[src/rtl/fan_ctrl_pkg.sv]
// ============================================================
// fan_ctrl_pkg : shared state/preset encodings for the fan controller
// Rev 1.0
// ============================================================
`default_nettype none

package fan_ctrl_pkg;

    typedef enum logic [1:0] {
        ST_OFF  = 2'd0,
        ST_LOW  = 2'd1,
        ST_MID  = 2'd2,
        ST_HIGH = 2'd3
    } fan_state_t;

    typedef enum logic [1:0] {
        TSEL_NONE = 2'd0,
        TSEL_3    = 2'd1,
        TSEL_5    = 2'd2,
        TSEL_7    = 2'd3
    } timer_sel_t;

    localparam int PRESET_MULT_3 = 3;
    localparam int PRESET_MULT_5 = 5;
    localparam int PRESET_MULT_7 = 7;

    function automatic int preset_mult(input timer_sel_t sel);
        case (sel)
            TSEL_3:  return PRESET_MULT_3;
            TSEL_5:  return PRESET_MULT_5;
            TSEL_7:  return PRESET_MULT_7;
            default: return 0;
        endcase
    endfunction

    function automatic int max3(input int a, input int b, input int c);
        int m;
        m = (a > b) ? a : b;
        return (m > c) ? m : c;
    endfunction

endpackage

`default_nettype wire

[src/rtl/fan_pwm_gen.sv]
// ============================================================
// fan_pwm_gen : tick-driven PWM period counter with registered output
// Rev 1.0
// ============================================================
`default_nettype none

module fan_pwm_gen #(
    parameter int PWM_PERIOD = 1000,
    parameter int DUTY_W     = 10
) (
    input  logic              i_clk,
    input  logic              i_reset,
    input  logic              i_tick_1us,
    input  logic              i_enable,
    input  logic [DUTY_W-1:0] i_duty,
    output logic              o_pwm
);

    localparam int               CNT_W    = (PWM_PERIOD > 1) ? $clog2(PWM_PERIOD) : 1;
    localparam logic [CNT_W-1:0] CNT_LAST = CNT_W'(PWM_PERIOD - 1);

    logic [CNT_W-1:0] count;
    logic             pwm_q;

    // Counter parks at 0 while disabled so every run starts a fresh period.
    always_ff @(posedge i_clk or posedge i_reset) begin
        if (i_reset) begin
            count <= '0;
            pwm_q <= 1'b0;
        end else begin
            pwm_q <= i_enable && (32'(count) < 32'(i_duty));
            if (!i_enable) begin
                count <= '0;
            end else if (i_tick_1us) begin
                count <= (count == CNT_LAST) ? '0 : count + 1'b1;
            end
        end
    end

    assign o_pwm = pwm_q;

endmodule

`default_nettype wire

[src/rtl/fan_speed_controller.sv]
// ============================================================
// fan_speed_controller : speed FSM, auto-off countdown and fan PWM
// Rev 1.0
// ============================================================
`default_nettype none

module fan_speed_controller
    import fan_ctrl_pkg::*;
#(
    parameter int TICKS_PER_SEC  = 1000000,
    parameter int PWM_PERIOD     = 1000,
    parameter int DUTY_LOW       = 250,
    parameter int DUTY_MID       = 500,
    parameter int DUTY_HIGH      = 750,
    parameter int TIMER_UNIT_SEC = 60
) (
    input  logic       i_clk,
    input  logic       i_reset,
    input  logic       i_tick_1us,
    input  logic       i_btn_mode,
    input  logic       i_btn_off,
    input  logic       i_btn_timer,
    output logic       o_pwm,
    output logic [1:0] o_mode,
    output logic [1:0] o_timer_sel,
    output logic       o_timer_active,
    output logic [9:0] o_remaining_sec
);

    localparam int PRESC_W  = $clog2(TICKS_PER_SEC);
    localparam int DUTY_MAX = max3(DUTY_LOW, DUTY_MID, DUTY_HIGH);
    localparam int DUTY_W   = (DUTY_MAX > 1) ? $clog2(DUTY_MAX + 1) : 1;
    localparam logic [PRESC_W-1:0] PRESC_LAST = PRESC_W'(TICKS_PER_SEC - 1);

    generate
        if (PRESET_MULT_7 * TIMER_UNIT_SEC >= 1024) begin : g_remaining_width_check
            $error("7 * TIMER_UNIT_SEC does not fit the 10-bit remaining counter");
        end
        if (TICKS_PER_SEC < 2) begin : g_tick_rate_check
            $error("TICKS_PER_SEC must be at least 2");
        end
    endgenerate

    fan_state_t          state, state_nxt;
    timer_sel_t          sel, sel_nxt, sel_step;
    logic                active, active_nxt;
    logic [PRESC_W-1:0]  presc, presc_nxt;
    logic [9:0]          remaining, remaining_nxt;
    logic                sec_done;
    logic                expire;
    logic [DUTY_W-1:0]   duty;

    assign sel_step = timer_sel_t'(sel + 2'd1);

    always_ff @(posedge i_clk or posedge i_reset) begin
        if (i_reset) begin
            state     <= ST_OFF;
            sel       <= TSEL_NONE;
            active    <= 1'b0;
            presc     <= '0;
            remaining <= '0;
        end else begin
            state     <= state_nxt;
            sel       <= sel_nxt;
            active    <= active_nxt;
            presc     <= presc_nxt;
            remaining <= remaining_nxt;
        end
    end

    // Countdown runs first; expiry/off/mode/timer then override in priority order.
    always_comb begin
        state_nxt     = state;
        sel_nxt       = sel;
        active_nxt    = active;
        presc_nxt     = presc;
        remaining_nxt = remaining;
        sec_done      = active && i_tick_1us && (presc == PRESC_LAST);
        expire        = sec_done && (remaining == 10'd1);

        if (active && i_tick_1us) begin
            if (sec_done) begin
                presc_nxt     = '0;
                remaining_nxt = remaining - 10'd1;
            end else begin
                presc_nxt = presc + 1'b1;
            end
        end

        if (expire || i_btn_off) begin
            state_nxt     = ST_OFF;
            sel_nxt       = TSEL_NONE;
            active_nxt    = 1'b0;
            presc_nxt     = '0;
            remaining_nxt = '0;
        end else if (i_btn_mode) begin
            case (state)
                ST_OFF:  state_nxt = ST_LOW;
                ST_LOW:  state_nxt = ST_MID;
                ST_MID:  state_nxt = ST_HIGH;
                ST_HIGH: state_nxt = ST_LOW;
                default: state_nxt = ST_LOW;
            endcase
        end else if (i_btn_timer && (state != ST_OFF)) begin
            sel_nxt       = sel_step;
            active_nxt    = (sel_step != TSEL_NONE);
            presc_nxt     = '0;
            remaining_nxt = 10'(preset_mult(sel_step) * TIMER_UNIT_SEC);
        end
    end

    always_comb begin
        duty = '0;
        case (state)
            ST_LOW:  duty = DUTY_W'(DUTY_LOW);
            ST_MID:  duty = DUTY_W'(DUTY_MID);
            ST_HIGH: duty = DUTY_W'(DUTY_HIGH);
            default: duty = '0;
        endcase
    end

    fan_pwm_gen #(
        .PWM_PERIOD (PWM_PERIOD),
        .DUTY_W     (DUTY_W)
    ) u_pwm (
        .i_clk      (i_clk),
        .i_reset    (i_reset),
        .i_tick_1us (i_tick_1us),
        .i_enable   (state != ST_OFF),
        .i_duty     (duty),
        .o_pwm      (o_pwm)
    );

    assign o_mode          = state;
    assign o_timer_sel     = sel;
    assign o_timer_active  = active;
    assign o_remaining_sec = remaining;

endmodule

`default_nettype wire

[config.mk]
export PLATFORM = sky130hd
export DESIGN_NAME = fan_speed_controller
export DESIGN_NICKNAME = d
export VERILOG_FILES = /design/src/rtl/fan_ctrl_pkg.sv /design/src/rtl/fan_pwm_gen.sv /design/src/rtl/fan_speed_controller.sv
export SDC_FILE = /design/constraint.sdc
export NUM_CORES = 1
export LEC_CHECK = 0
export BUFFER_PORTS_ARGS = -buffer_cell sky130_fd_sc_hd__buf_2
export CORE_MARGIN = 8
export CORE_UTILIZATION = 30
export DETAILED_ROUTE_END_ITERATION = 8
export PLACE_DENSITY = 0.54
export SYNTH_ARGS = -nofsm -noshare
export SYNTH_HDL_FRONTEND = slang
export SYNTH_SLANG_ARGS = --single-unit
[constraint.sdc]
create_clock -name i_clk -period 2.9 [get_ports i_clk]
set_input_delay 0.435 -clock i_clk [delete_from_list [all_inputs] [get_ports i_clk]]
set_output_delay 0.435 -clock i_clk [all_outputs]
set_load 0.02 [all_outputs]
== Word-level counts from Yosys, hierarchy flattened ==
Index checks and enable logic that the tools add are counted.

* Bits in registers: 46
* Output and inout bits: 16

* Add/subtract/negate cells: 4
* $mul: 1
* $lt $le $gt $ge: 1
* Eq/ne operators: 11
* Multiplexer cells: 27
* Reduce and logical (&&, ||, !) cells: 13

{| class="wikitable"
|+ Operators with widths
! cell !! count
|-
| $mux W20 || 5
|-
| $mux W32 || 3
|-
| $mux W10 || 8
|-
| $mul A32 B5 Y8 const B || 1
|-
| $pmux W10 S3 || 1
|-
| $add A20 B1 Y20 const B || 1
|-
| $eq A20 B20 Y1 const B || 1
|-
| $add A10 B1 Y10 const B || 1
|-
| $eq A10 B1 Y1 const B || 1
|-
| $eq A10 B10 Y1 const B || 1
|-
| $lt A10 B10 Y1 || 1
|-
| $mux W2 || 5
|-
| $sub A10 B1 Y10 const B || 1
|-
| $pmux W3 S3 || 1
|-
| $eq A2 B2 Y1 const B || 4
|-
| $reduce_bool A2 Y1 || 4
|-
| $pmux W2 S3 || 1
|-
| $logic_and A1 B1 Y1 || 5
|-
| $eq A2 B1 Y1 const B || 2
|-
| $mux W1 || 3
|-
| $add A2 B1 Y2 const B || 1
|-
| $logic_not A2 Y1 || 1
|-
| $ne A2 B1 Y1 const B || 1
|-
| $ne A2 B2 Y1 const B || 1
|-
| 3 further kinds || 3
|}

== Logic depth before layout (Yosys ltp) ==
Gate-level depths: netlist (run 1).

* Depth in word-level cells: 10
* Depth in mapped cells: 10
* Gate-level depth less buffers: 9

== Hierarchy ==
A second synthesis (run 1) with hierarchy kept.

* Cells, all modules: 313
* Area total of the unflattened synthesis: 2932.8 um^2

{| class="wikitable"
|+ Modules (own cells, without submodules)
! module !! instances !! cells each !! area an instance (um^2) !! sequential area each (um^2)
|-
| fan_speed_controller || 1 || 221 || 2063.2 || 875.8
|-
| fan_pwm_gen || 1 || 92 || 869.6 || 275.3
|}

== Least setup slack after synthesis (run 1) ==
No wires, ideal clock.

* Path kind: register -> register
* From: register state[0] (netlist: o_mode[0])
* To: register presc[9]
* Setup time: 72 ps
* Data arrival time: 2185 ps
* Required time: 2828 ps
* Setup slack: 643 ps
* Cell stages (with the launch flop): 11
* Path buffers: 4
* Cells stage by stage: dfrtp_1 inv_1 ha_1 clkbuf_1 nor2_1 and2_1 clkbuf_1 or3_1 buf_2 buf_2 nor2_1

* Longest elaborated chain between the ends: 5

{| class="wikitable"
|+ Ends and longest elaborated chain
! item !! line !! source
|-
| start: declaration || fan_speed_controller.sv:44 || <nowiki>fan_state_t state, state_nxt;</nowiki>
|-
| start signal: assignment || fan_speed_controller.sv:63 || <nowiki>state <= state_nxt;</nowiki>
|-
| $reduce_bool A2 Y1 || fan_speed_controller.sv:104 || <nowiki>end else if (i_btn_timer && (state != ST_OFF)) begin</nowiki>
|-
| $logic_and A1 B1 Y1 || fan_speed_controller.sv:104 ||
|-
| $mux W20 || fan_speed_controller.sv:104 ||
|-
| $mux W20 || fan_speed_controller.sv:96 || <nowiki>end else if (i_btn_mode) begin</nowiki>
|-
| $mux W20 || fan_speed_controller.sv:90 || <nowiki>if (expire || i_btn_off) begin</nowiki>
|-
| via presc_nxt[9] || fan_speed_controller.sv:47 || <nowiki>logic [PRESC_W-1:0] presc, presc_nxt;</nowiki>
|-
| end signal: assignment || fan_speed_controller.sv:66 || <nowiki>presc <= presc_nxt;</nowiki>
|-
| end: declaration || fan_speed_controller.sv:47 ||
|}

The timed path passes the listed nets, and every way through them passes these cells.
A chain may end at the register's enable or synchronous reset.

== Final worst setup path (run 1) ==
* From: register presc[0]
* To: register remaining[5] (netlist: o_remaining_sec[5])

* Longest elaborated chain between the ends: 7
* Elaborated cells on any way between the ends: 9

{| class="wikitable"
|+ Ends and longest elaborated chain
! item !! line !! source
|-
| $eq A20 B20 Y1 * || fan_speed_controller.sv:78 || <nowiki>sec_done = active && i_tick_1us && (presc == PRESC_LAST);</nowiki>
|-
| $logic_and A1 B1 Y1 * || fan_speed_controller.sv:78 ||
|-
| $mux W10 || fan_speed_controller.sv:82 || <nowiki>if (sec_done) begin</nowiki>
|-
| $mux W10 || fan_speed_controller.sv:81 || <nowiki>if (active && i_tick_1us) begin</nowiki>
|-
| $mux W10 || fan_speed_controller.sv:104 ||
|-
| $mux W10 || fan_speed_controller.sv:96 ||
|-
| $mux W10 * || fan_speed_controller.sv:90 ||
|-
| via remaining_nxt[5] || fan_speed_controller.sv:48 || <nowiki>logic [9:0] remaining, remaining_nxt;</nowiki>
|-
| end signal: assignment || fan_speed_controller.sv:67 || <nowiki>remaining <= remaining_nxt;</nowiki>
|-
| end: declaration || fan_speed_controller.sv:48 ||
|}

Mark *: on every way through the listed nets, which the timed path passes. The rest lies on a longest branch.

==> run metrics, run 1 <==
I/O Buffers 21; sequential share of power 53.9%; Root Driver clkbuf_8; Slew @ Worst Pin 0.9567 ns; post-cts resize count 0; DIE AREA 12390 um2; Mapped Area 2725 um2; largest net degree at the start of global routing 47; RR Startpoint presc[0]$_DFF_PP0_; Congestion Overflow GR 0; total core area 8763 um2; First-pass DRT Iterations 4; final net count 332; RePlAce Congestion 0.7780; status finished, final reports clean; worst setup path class flip-flop to flip-flop; HP Class input port to asynchronous set/reset pin; worst rel slew slack 36.13%; Synth Flop Type dfrtp_1; combinational share of power 13.3%; period utilization 84.32%; final hold viol count 0; DPL Wire Length 4037 um; RSZ-0062 raised after global routing false; power share of the clock group 32.7%; Max clock buf depth 2; total power 1250 uW; asr flop ratio synth 100.0%; Worst Path Max Fanout 14; die height 111.3 um; register bit total from synthesis 46; Worst Setup SP presc[0]$_DFF_PP0_; Setup crit start kind flip-flop; area grow syn2layout 11.48%; max-cap viol count 0; highest clock rate 408.9 MHz; syn avg cell area 9.733 um2; Layout fillers 906; Setup Buffers After CTS 0; number of DRC markers in iteration 0 97; Slew Viols, Final 0; initial antenna violation count 0; pwr/cell area 411.4 nW/um2; DRC viols 0; ANT nets after route 0; register area share after synthesis 42.24%; final setup fails 0; crit path time final 2.445 ns; Reg2Reg Setup Slack 0.45 ns; Pleak 0.001344 uW; Int Power 906.6 uW; Initial Util 31.10%; sw frac 27.45%; number of diodes 0; number of synthesized flops with an enable pin 0; share of cells above drive strength 1 13.82%; cell count after synthesis 280; sw power 343.1 uW; WL per Instance 13.52 um; WP data required 3.07 ns; Crit. End Element flip-flop; hold_buf cts 0; Synth cell types 44; Die W 111.3 um; final wirelength 5569 um; yosys warns 0; CTS Sinks 46; Clk pin slew, worst setup/hold paths 0.09 ns; via count 2020; GRT Total Usage 9.369%; arrival time worst endpoint 2.61 ns; later-pin clock latency in the skew report 0.30 ns; Fin Clk Skew 0.009868 ns; H-tree depth 2; Max VDD drop 0.1426 mV; via/cell ratio 4.903; CTS Buf Count 5; TNS Setup 0 ns; syn nets 309; first-pass GRT wire length 9908 um; Site Rows 34; vias in the first global route 2048; CTS tree done; IO Pins 22
## Yosys cell counts, types with 2 or more instances
library cell / n / area (um2)
and3_1: 2 / 12.51
a21o_1: 2 / 15.01
o211ai_1: 2 / 15.01
inv_1: 12 / 45.04
mux2_2: 2 / 22.52
nor4_1: 2 / 12.51
nand4b_1: 2 / 17.52
nand4_1: 8 / 50.05
xor2_1: 22 / 192.7
nor4_4: 2 / 42.54
nand3_1: 12 / 60.06
and2_1: 3 / 18.77
or3_1: 4 / 25.02
nor3_2: 2 / 20.02
nor3_1: 7 / 35.03
nand2_1: 18 / 67.56
buf_2: 3 / 15.01
and4_1: 4 / 35.03
a21oi_1: 9 / 45.04
o31ai_1: 2 / 15.01
nor2_1: 45 / 168.9
xnor2_1: 11 / 96.34
dfrtp_1: 46 / 1151
clkbuf_1: 4 / 15.01
nand2b_1: 3 / 18.77
o21ai_0: 6 / 30.03
o21a_1: 2 / 15.01
a211oi_1: 5 / 37.54
ha_1: 23 / 287.8
## worst max-delay path, cell delays in order (launching register included)
cell and delay, ns:
dfrtp_1 0.42, ha_1 0.23, nor4b_1 0.25, nand4b_1 0.21
nor3_2 0.53, a31o_2 0.45, a21o_1 0.17, a21oi_1 0.05
## cell families after synthesis
| group | Yosys count | share of synthesized area (%) |
|---|---|---|
| xor+xnor | 33 | 10.61 |
| buf+inv | 20 | 3.168 |
| compound gates | 36 | 8.999 |
| mux | 3 | 1.194 |
| flops | 46 | 42.24 |
| simple gates | 119 | 23.23 |
| fa+ha+maj | 23 | 10.56 |
## flip-flops by register name, indices dropped and copies added (netlist names)
name	cells
o_timer_sel	2
o_timer_active	1
u_pwm.o_pwm	1
presc	20
u_pwm.count	10
o_mode	2
o_remaining_sec	10
## power groups by stage
stage / Combinational [uW] / Sequential, uW / Clock [uW]
floorplan: 106 / 699 / 0
global placement: 169 / 687 / 0
detailed placement: 170 / 687 / 0
CTS: 171 / 674 / 431
global route: 188 / 677 / 449
finish: 167 / 674 / 409
## layout make-up
class	instances	area [um2]	share of cell area, %
multi-input cells	214	1488	48.97
flip-flops and latches	46	1151	37.89
clock buffers	7	86.33	2.842
repair buffers	24	127.6	4.201
clock inverters	1	5.005	0.1647
inverters	12	45.04	1.483
well taps	108	135.1	4.448
## final timing paths
kind / to / cells after the start
worst max-delay path: o_remaining_sec[5]$_DFF_PP0_ / 7
worst min-delay path: u_pwm.count[0]$_DFFE_PP0P_ / 2
worst max register to register: o_remaining_sec[5]$_DFF_PP0_ / 7
min in group i_clk: o_mode[1]$_DFFE_PP0P_ / 3
worst min register to register: u_pwm.count[0]$_DFFE_PP0P_ / 1
max in group asynchronous: presc[1]$_DFF_PP0_ / 2
## metrics by stage
stage | hold WS [ns] | cell area (um2) | util [%] | std cells | setup WS (ns)
floorplan | 0.4862 | 2725 | - | 280 | 0.6426
global placement | 0.5219 | 2947 | 33.62 | 404 | 0.5724
detailed placement | 0.5253 | 2947 | 33.62 | 404 | 0.4628
CTS | 0.3996 | 3038 | 34.67 | 412 | 0.4460
global route | 0.4538 | 3038 | 34.67 | 412 | 0.2442
finish | 0.3536 | 3038 | 34.67 | 412 | 0.4546
## cell usage in the layout, fill, tap and decap left out, types with 3 or more instances in the layout
master and count:
xor2_1 22, dfrtp_1 46, and2_1 3, clkbuf_8 6
nor3_1 7, nand4_1 8, nand2b_1 3, or3_1 4
inv_1 11, a21oi_1 9, ha_1 23, buf_2 21
xnor2_1 11, nand3_1 12, nor2_1 45, buf_4 3
a211oi_1 5, nand2_1 18, o21ai_0 6, and4_1 4
## routing by layer
metal	global-route usage, %	wire (um)
met4	4.000	86
met1	12.10	2781
met3	1.623	114
met5	0	0
met2	14.97	2586
(Power assumes the default switching activity.)
==> run 2, diff against run 1 <==
- PLACE_DENSITY: 0.54 -> 0.55
- clock period: 2.9 -> 2 ns (I/O delays scaled with it)
==> run 2 against run 1 <==
  * Combinational power up 79%
  * Via count up 5.2%
  * Global-route usage is 0.61 points higher
  * Critical path depth decreased by 1
  * Setup slack worse by 0.38 ns
  * Sequential cell count did not move
  * Routed wire length up 9.4%
  * Critical path type unchanged
==> run metrics, run 2 (synthesis results as in run 1) <==
Max VDD drop 0.3409 mV (was 0.1426 mV); gr busiest metal met2 (unchanged); I/O Buffers 21 (unchanged); via/cell ratio 4.832 (was 4.903); total power 1973 uW (was 1250 uW); status finished, final reports clean (unchanged); initial antenna violation count 0 (unchanged); Max clock buf depth 2 (unchanged); placed inst area 3188 um2 (was 2947 um2); delay of the slowest critical-path stage 0.39 ns (was 0.53 ns); total core area 8763 um2 (unchanged); CTS tree done (unchanged); CTS Sinks 46 (unchanged); WL per Instance 13.85 um (was 13.52 um); Pleak 0.001514 uW (was 0.001344 uW); number of DRC markers in iteration 0 86 (was 97); TNS Setup 0 ns (unchanged); Setup crit start kind flip-flop (unchanged); Fin Clk Skew 0.01455 ns (was 0.009868 ns); Biggest register presc (unchanged); pwr/cell area 585.7 nW/um2 (was 411.4 nW/um2); Slew Viols, Final 0 (unchanged); footprint of the multi-input gates 1555 um2 (was 1488 um2); Congestion Overflow GR 0 (unchanged); GRT Total Usage 9.980% (was 9.369%); area grow syn2layout 23.65% (was 11.48%); highest clock rate 518.2 MHz (was 408.9 MHz); RePlAce Congestion 0.7929 (was 0.7780); met1 usage 13.07% (was 12.10%); commonest cells after routing, fill and taps aside nor2_1 (45), dfrtp_1 (43), buf_4 (27) (was dfrtp_1 (46), nor2_1 (45), ha_1 (23)); Worst Path Max Fanout 4 (was 14); RSZ-0062 raised after global routing true (was false); CTS Buf Count 5 (unchanged); Slew @ Worst Pin 0.5582 ns (was 0.9567 ns); max-cap viol count 0 (unchanged); worst path bufs/invs 0 (unchanged); vias in the first global route 2126 (was 2048); share of cells above drive strength 1 24.70% (was 13.82%); ANT nets after route 0 (unchanged); die height 111.3 um (unchanged); max reg flops 20 (unchanged); most common cell after layout, fill and taps aside nor2_1 (was dfrtp_1); GR Layer Usage met2 15.96% (was 14.97%); Clk pin slew, worst setup/hold paths 0.09 ns (about the same); Worst path slowest cell dfrtp_1 (was nor3_2); met3 Use GR 1.894% (was 1.623%); Finished Cell Area 3369 um2 (was 3038 um2); crit path time final 1.930 ns (was 2.445 ns); worst setup path class flip-flop to flip-flop (unchanged); final wirelength 6094 um (was 5569 um); DIE AREA 12390 um2 (unchanged); IO Pins 22 (unchanged); largest net degree at the start of global routing 25 (was 47); arrival time worst endpoint 2.11 ns (was 2.61 ns); Initial Util 31.10% (unchanged); Layout fillers 894 (was 906); worst rel slew slack 62.73% (was 36.13%); first-pass GRT wire length 10430 um (was 9908 um); Site Rows 34 (unchanged); hold_buf cts 0 (unchanged); H-tree depth 2 (unchanged); HP Class input port to asynchronous set/reset pin (unchanged); final hold viol count 0 (unchanged); First-pass DRT Iterations 4 (unchanged); family with the most delay on the worst path simple AND/OR/NAND/NOR gates (unchanged); DRC viols 0 (unchanged); period utilization 96.49% (was 84.32%); later-pin clock latency in the skew report 0.30 ns (about the same); final setup fails 0 (unchanged); final net count 360 (was 332); worst-path cell chain or3_4 > or3_1 > nor3b_1 > a31o_2 > a21o_1 > a21oi_1 (was ha_1 > nor4b_1 > nand4b_1 > nor3_2 > a31o_2 > a21o_1 > a21oi_1); Root Driver clkbuf_8 (unchanged); Die W 111.3 um (unchanged); Crit. End Element flip-flop (unchanged); WP data required 2.18 ns (was 3.07 ns); via count 2126 (was 2020); register area 1155 um2 (was 1151 um2); number of diodes 0 (unchanged); DPL Wire Length 4440 um (was 4037 um)
[run 2: final timing paths]
check	to	slack, ns	startpoint	depth (start not counted)
max	o_remaining_sec[2]$_DFF_PP0_	0.07	o_remaining_sec[6]$_DFF_PP0_	6
max reg2reg	o_remaining_sec[2]$_DFF_PP0_	0.07	o_remaining_sec[6]$_DFF_PP0_	6
max in group asynchronous	presc[0]$_DFF_PP0_	1.41	i_reset	3
min	presc[2]$_DFF_PP0_	0.04	i_reset	2
min in group i_clk	o_mode[0]$_DFFE_PP0P_	0.33	i_btn_mode	3
min reg2reg	u_pwm.count[0]$_DFFE_PP0P_	0.53	u_pwm.count[0]$_DFFE_PP0P_	1
[run 2: worst register-to-register path: stages (launching register included)]
cell and delay, ns:
dfrtp_1 0.39, or3_4 0.39, or3_1 0.37, nor3b_1 0.21, a31o_2 0.22, a21o_1 0.16, a21oi_1 0.06
[run 2: power by group]
part / internal [uW] / switching [uW]
clock: 375 / 325
sequential: 952 / 22.6
combinational: 121 / 178
[run 2: metal layers]
metal | routed length, um | vias to the layer above
met5 | 0 | -
met4 | 78 | 0
met3 | 110 | 7
met2 | 2838 | 26
met1 | 3066 | 1025
li1 | - | 1068
[run 2: area by class of cell]
cell class | instances | area share (%)
flip-flops and latches | 46 | 34.27
clock buffers | 7 | 2.265
multi-input cells | 214 | 46.16
clock inverters | 1 | 0.8912
well taps | 108 | 4.010
repair buffers | 52 | 10.99
inverters | 12 | 1.411
[run 2: what timing repair did]
action                                  4_1_cts  5_1_grt
pin swaps                                     4       11
setup buffers                                 3        1
gates resized for setup                       1        9
endpoints found under the setup margin        7       36
[run 2: through the flow]
step,worst slack [ns],instances,utilization (%),hold WS [ns]
floorplan,0.01554,280,-,0.4469
global placement,0.02330,428,36.38,0.3870
detailed placement,-0.1170,428,36.38,0.3844
CTS,0.01192,439,37.89,0.05292
global route,-0.05138,440,38.45,0.07859
finish,0.07015,440,38.45,0.03769
==> run 3, diff against run 2 <==
- SYNTH_HIERARCHICAL: not set -> 1
==> run 3 against run 2 <==
  * The run now ends with hold timing, setup timing left
  * Core utilization is 1.0 points lower
  * Total power is 4.9% lower
  * Sequential cell count stayed put
  * Critical endpoint is now o_remaining_sec[6]$_DFF_PP0_
  * Routed wire length is 9.2% higher
  * Area after synthesis is 7.6% higher
  * Critical path type unchanged
  * Clock power is 16% lower
  * Via count is 10% higher
  * First-iteration DRC count is 60% higher
  * Clock-buffer cell count is 1 lower
  * Combinational power is 4% higher
  * Cell area is 7.1% higher
==> run metrics, run 3 <==
via/cell ratio 4.666 (was 4.832); First-pass DRT Iterations 4 (unchanged); CTS Buf Count 5 (unchanged); register area share after synthesis 39.25% (was 42.24%); most common cell after layout, fill and taps aside dfrtp_1 (was nor2_1); number of synthesized flops with an enable pin 0 (unchanged); initial antenna violation count 0 (unchanged); Synth Flop Type dfrtp_1 (unchanged); Root Driver clkbuf_8 (unchanged); DP Cell Count 489 (was 428); DRC viols 0 (unchanged); Clk pin slew, worst setup/hold paths 0.11 ns (was 0.09 ns); top-count cell post-synth dfrtp_1 (unchanged); Setup crit start kind flip-flop (unchanged); Hold WS -0.003155 ns (was 0.03769 ns); fin worst setup slack -0.05665 ns (was 0.07015 ns); total core area 9639 um2 (was 8763 um2); WP data required 2.23 ns (was 2.18 ns); r2r endpoint o_remaining_sec[6]$_DFF_PP0_ (was o_remaining_sec[2]$_DFF_PP0_); DIE AREA 13200 um2 (was 12390 um2); RSZ-0062 raised after global routing true (unchanged); area grow syn2layout 22.99% (was 23.65%); later-pin clock latency in the skew report 0.31 ns (was 0.30 ns); syn avg cell area 9.370 um2 (was 9.733 um2); crit path time final 2.057 ns (was 1.930 ns); asr flop ratio synth 100.0% (unchanged); GRT Total Usage 10.85% (was 9.980%); final hold viol count 7 (was 0); Max VDD drop 0.3981 mV (was 0.3409 mV); HP Class input port to asynchronous set/reset pin (unchanged); I/O Buffers 21 (unchanged); pwr/cell area 520.5 nW/um2 (was 585.7 nW/um2); share of cells above drive strength 1 24.86% (was 24.70%); max reg flops 20 (unchanged); worst setup path class flip-flop to flip-flop (unchanged); DPL Wire Length 4930 um (was 4440 um); worst-path cell chain or4b_4 > nor4_4 > nand3_2 > or4_1 > a311oi_2 (was or3_4 > or3_1 > nor3b_1 > a31o_2 > a21o_1 > a21oi_1); IO Pins 22 (unchanged); top-area cell type share of the netlist area 39.25% (was 42.24%); arrival time worst endpoint 2.28 ns (was 2.11 ns); Site Rows 36 (was 34); violated checks hold timing, setup timing; Pleak 0.001588 uW (was 0.001514 uW); Fin Clk Skew 0.02194 ns (was 0.01455 ns); number of diodes 0 (unchanged); delay of the slowest critical-path stage 0.55 ns (was 0.39 ns); via count 2347 (was 2126); Worst path slowest cell or4b_4 (was dfrtp_1); final setup fails 4 (was 0); WP depth 5 (was 6); final net count 400 (was 360); vias in the first global route 2390 (was 2126); Max clock buf depth 2 (unchanged); RePlAce Congestion 0.7928 (was 0.7929); Biggest register presc (unchanged); first-pass GRT wire length 11560 um (was 10430 um); WL per Instance 13.23 um (was 13.85 um); syn nets 344 (was 309); hold_buf cts 0 (unchanged); Crit. End Element flip-flop (unchanged); number of DRC markers in iteration 0 138 (was 86); status finished with violations (was finished, final reports clean); Worst Setup SP presc[12]$_DFF_PP0_ (was o_remaining_sec[6]$_DFF_PP0_); worst path bufs/invs 0 (unchanged); Mapped Area 2933 um2 (was 2725 um2); Congestion Overflow GR 0 (unchanged); Synth cell types 53 (was 44); max-cap viol count 0 (unchanged); Initial Util 30.43% (was 31.10%); Setup crit end o_remaining_sec[6]$_DFF_PP0_ (was o_remaining_sec[2]$_DFF_PP0_); CTS Sinks 46 (unchanged); non-filler cells, final 503 (was 440); yosys warns 6 (was 0); largest net degree at the start of global routing 36 (was 25); H-tree depth 2 (unchanged); top post-synthesis cells by count dfrtp_1 (46), nor2_1 (44), nand2_1 (28), ha_1 (25) (was dfrtp_1 (46), nor2_1 (45), ha_1 (23), xor2_1 (22), nand2_1 (18)); Slew Viols, Final 0 (unchanged); Die W 114.9 um (was 111.3 um); leading post-synthesis cells by cell area dfrtp_1 (39%), ha_1 (11%), xor2_1 (6.0%) (was dfrtp_1 (42%), ha_1 (11%), xor2_1 (7.1%)); RR Startpoint presc[12]$_DFF_PP0_ (was o_remaining_sec[6]$_DFF_PP0_); Reg2Reg Setup Slack -0.06 ns (was 0.07 ns); family with the most delay on the worst path simple AND/OR/NAND/NOR gates (unchanged); highest clock rate 486.2 MHz (was 518.2 MHz); CTS tree done (unchanged); cell count after synthesis 313 (was 280); Synth area leader dfrtp_1 (unchanged); commonest cells after routing, fill and taps aside dfrtp_1 (45), nor2_1 (42), buf_4 (32) (was nor2_1 (45), dfrtp_1 (43), buf_4 (27)); reg2reg path depth 5 (was 6); pre-CTS setup slack -0.08737 ns (was -0.1170 ns); die height 114.9 um (was 111.3 um); register bit total from synthesis 46 (unchanged); Worst Path Max Fanout 2 (was 4); period utilization 102.8% (was 96.49%); ANT nets after route 0 (unchanged); final wirelength 6654 um (was 6094 um)
run 3: worst min path at each step:
stage,start,to,slack [ns],cells after the start
after floorplan,i_reset,u_pwm/count[0]$_DFFE_PP0P_,0.15,1
after global placement,i_reset,u_pwm/count[6]$_DFFE_PP0P_,0.35,2
after detailed placement,i_reset,u_pwm/count[5]$_DFFE_PP0P_,0.34,2
after CTS,i_reset,u_pwm/count[6]$_DFFE_PP0P_,0.01,2
after global routing,i_reset,u_pwm/count[6]$_DFFE_PP0P_,0.04,2
final,i_reset,u_pwm/count[6]$_DFFE_PP0P_,-0.003,2
run 3: kinds of logic (layout without fill, tap and decap cells):
group                      Yosys count  in the layout  synth area share [%]
xor gates and xnor gates            32             32                 9.556
other                                1              1                0.1279
muxes                                3              3                 1.109
buffers and inverters               27             84                 3.839
adders and majority gates           25             25                 10.67
and+or+nand+nor                    144            144                 26.83
AOI/OAI and AO/OA                   35             35                 8.618
DFF                                 46             46                 39.25
run 3: metrics by stage:
| step | cell area, um2 | setup TNS, ns | util [%] | total power [uW] |
|---|---|---|---|---|
| 5_1_grt | 3607 | -1.188 | 37.42 | 1978 |
| 2_1_floorplan | 2950 | -0.1545 | - | 1188 |
| 3_5_place_dp | 3415 | -0.1729 | 35.42 | 1290 |
| 3_3_place_gp | 3415 | 0 | 35.42 | 1288 |
| 6_report | 3607 | -0.08288 | 37.42 | 1878 |
| 4_1_cts | 3530 | -0.1094 | 36.62 | 1887 |
run 3: what timing repair did:
| action | 4_1_cts | 5_1_grt |
|---|---|---|
| buffers inserted | 3 | 3 |
| pin swaps | 2 | 5 |
| gates resized for setup | 2 | 14 |
| setup endpoints to repair | 28 | 34 |
run 3: power by group:
group          internal, uW  switching [uW]
Combinational           127             185
Sequential              953            26.3
Clock                   248             339
run 3: layout make-up:
type / instances / area [um2]
Clock inverter: 2 / 13.76
Multi-Input combinational cell: 240 / 1735
Clock buffer: 6 / 72.57
Timing Repair Buffer: 56 / 387.9
Fill cell: 994 / 6032
Inverter: 20 / 78.83
Sequential cell: 46 / 1152
Tap cell: 133 / 166.4
run 3: metal layers:
metal,vias to the layer above,GRT usage (%),share of wire (%)
li1,1196,-,-
met1,1130,14.31,50
met2,15,17.54,47
met3,6,1.838,1.5
met4,0,3.678,1.4
met5,-,0,0
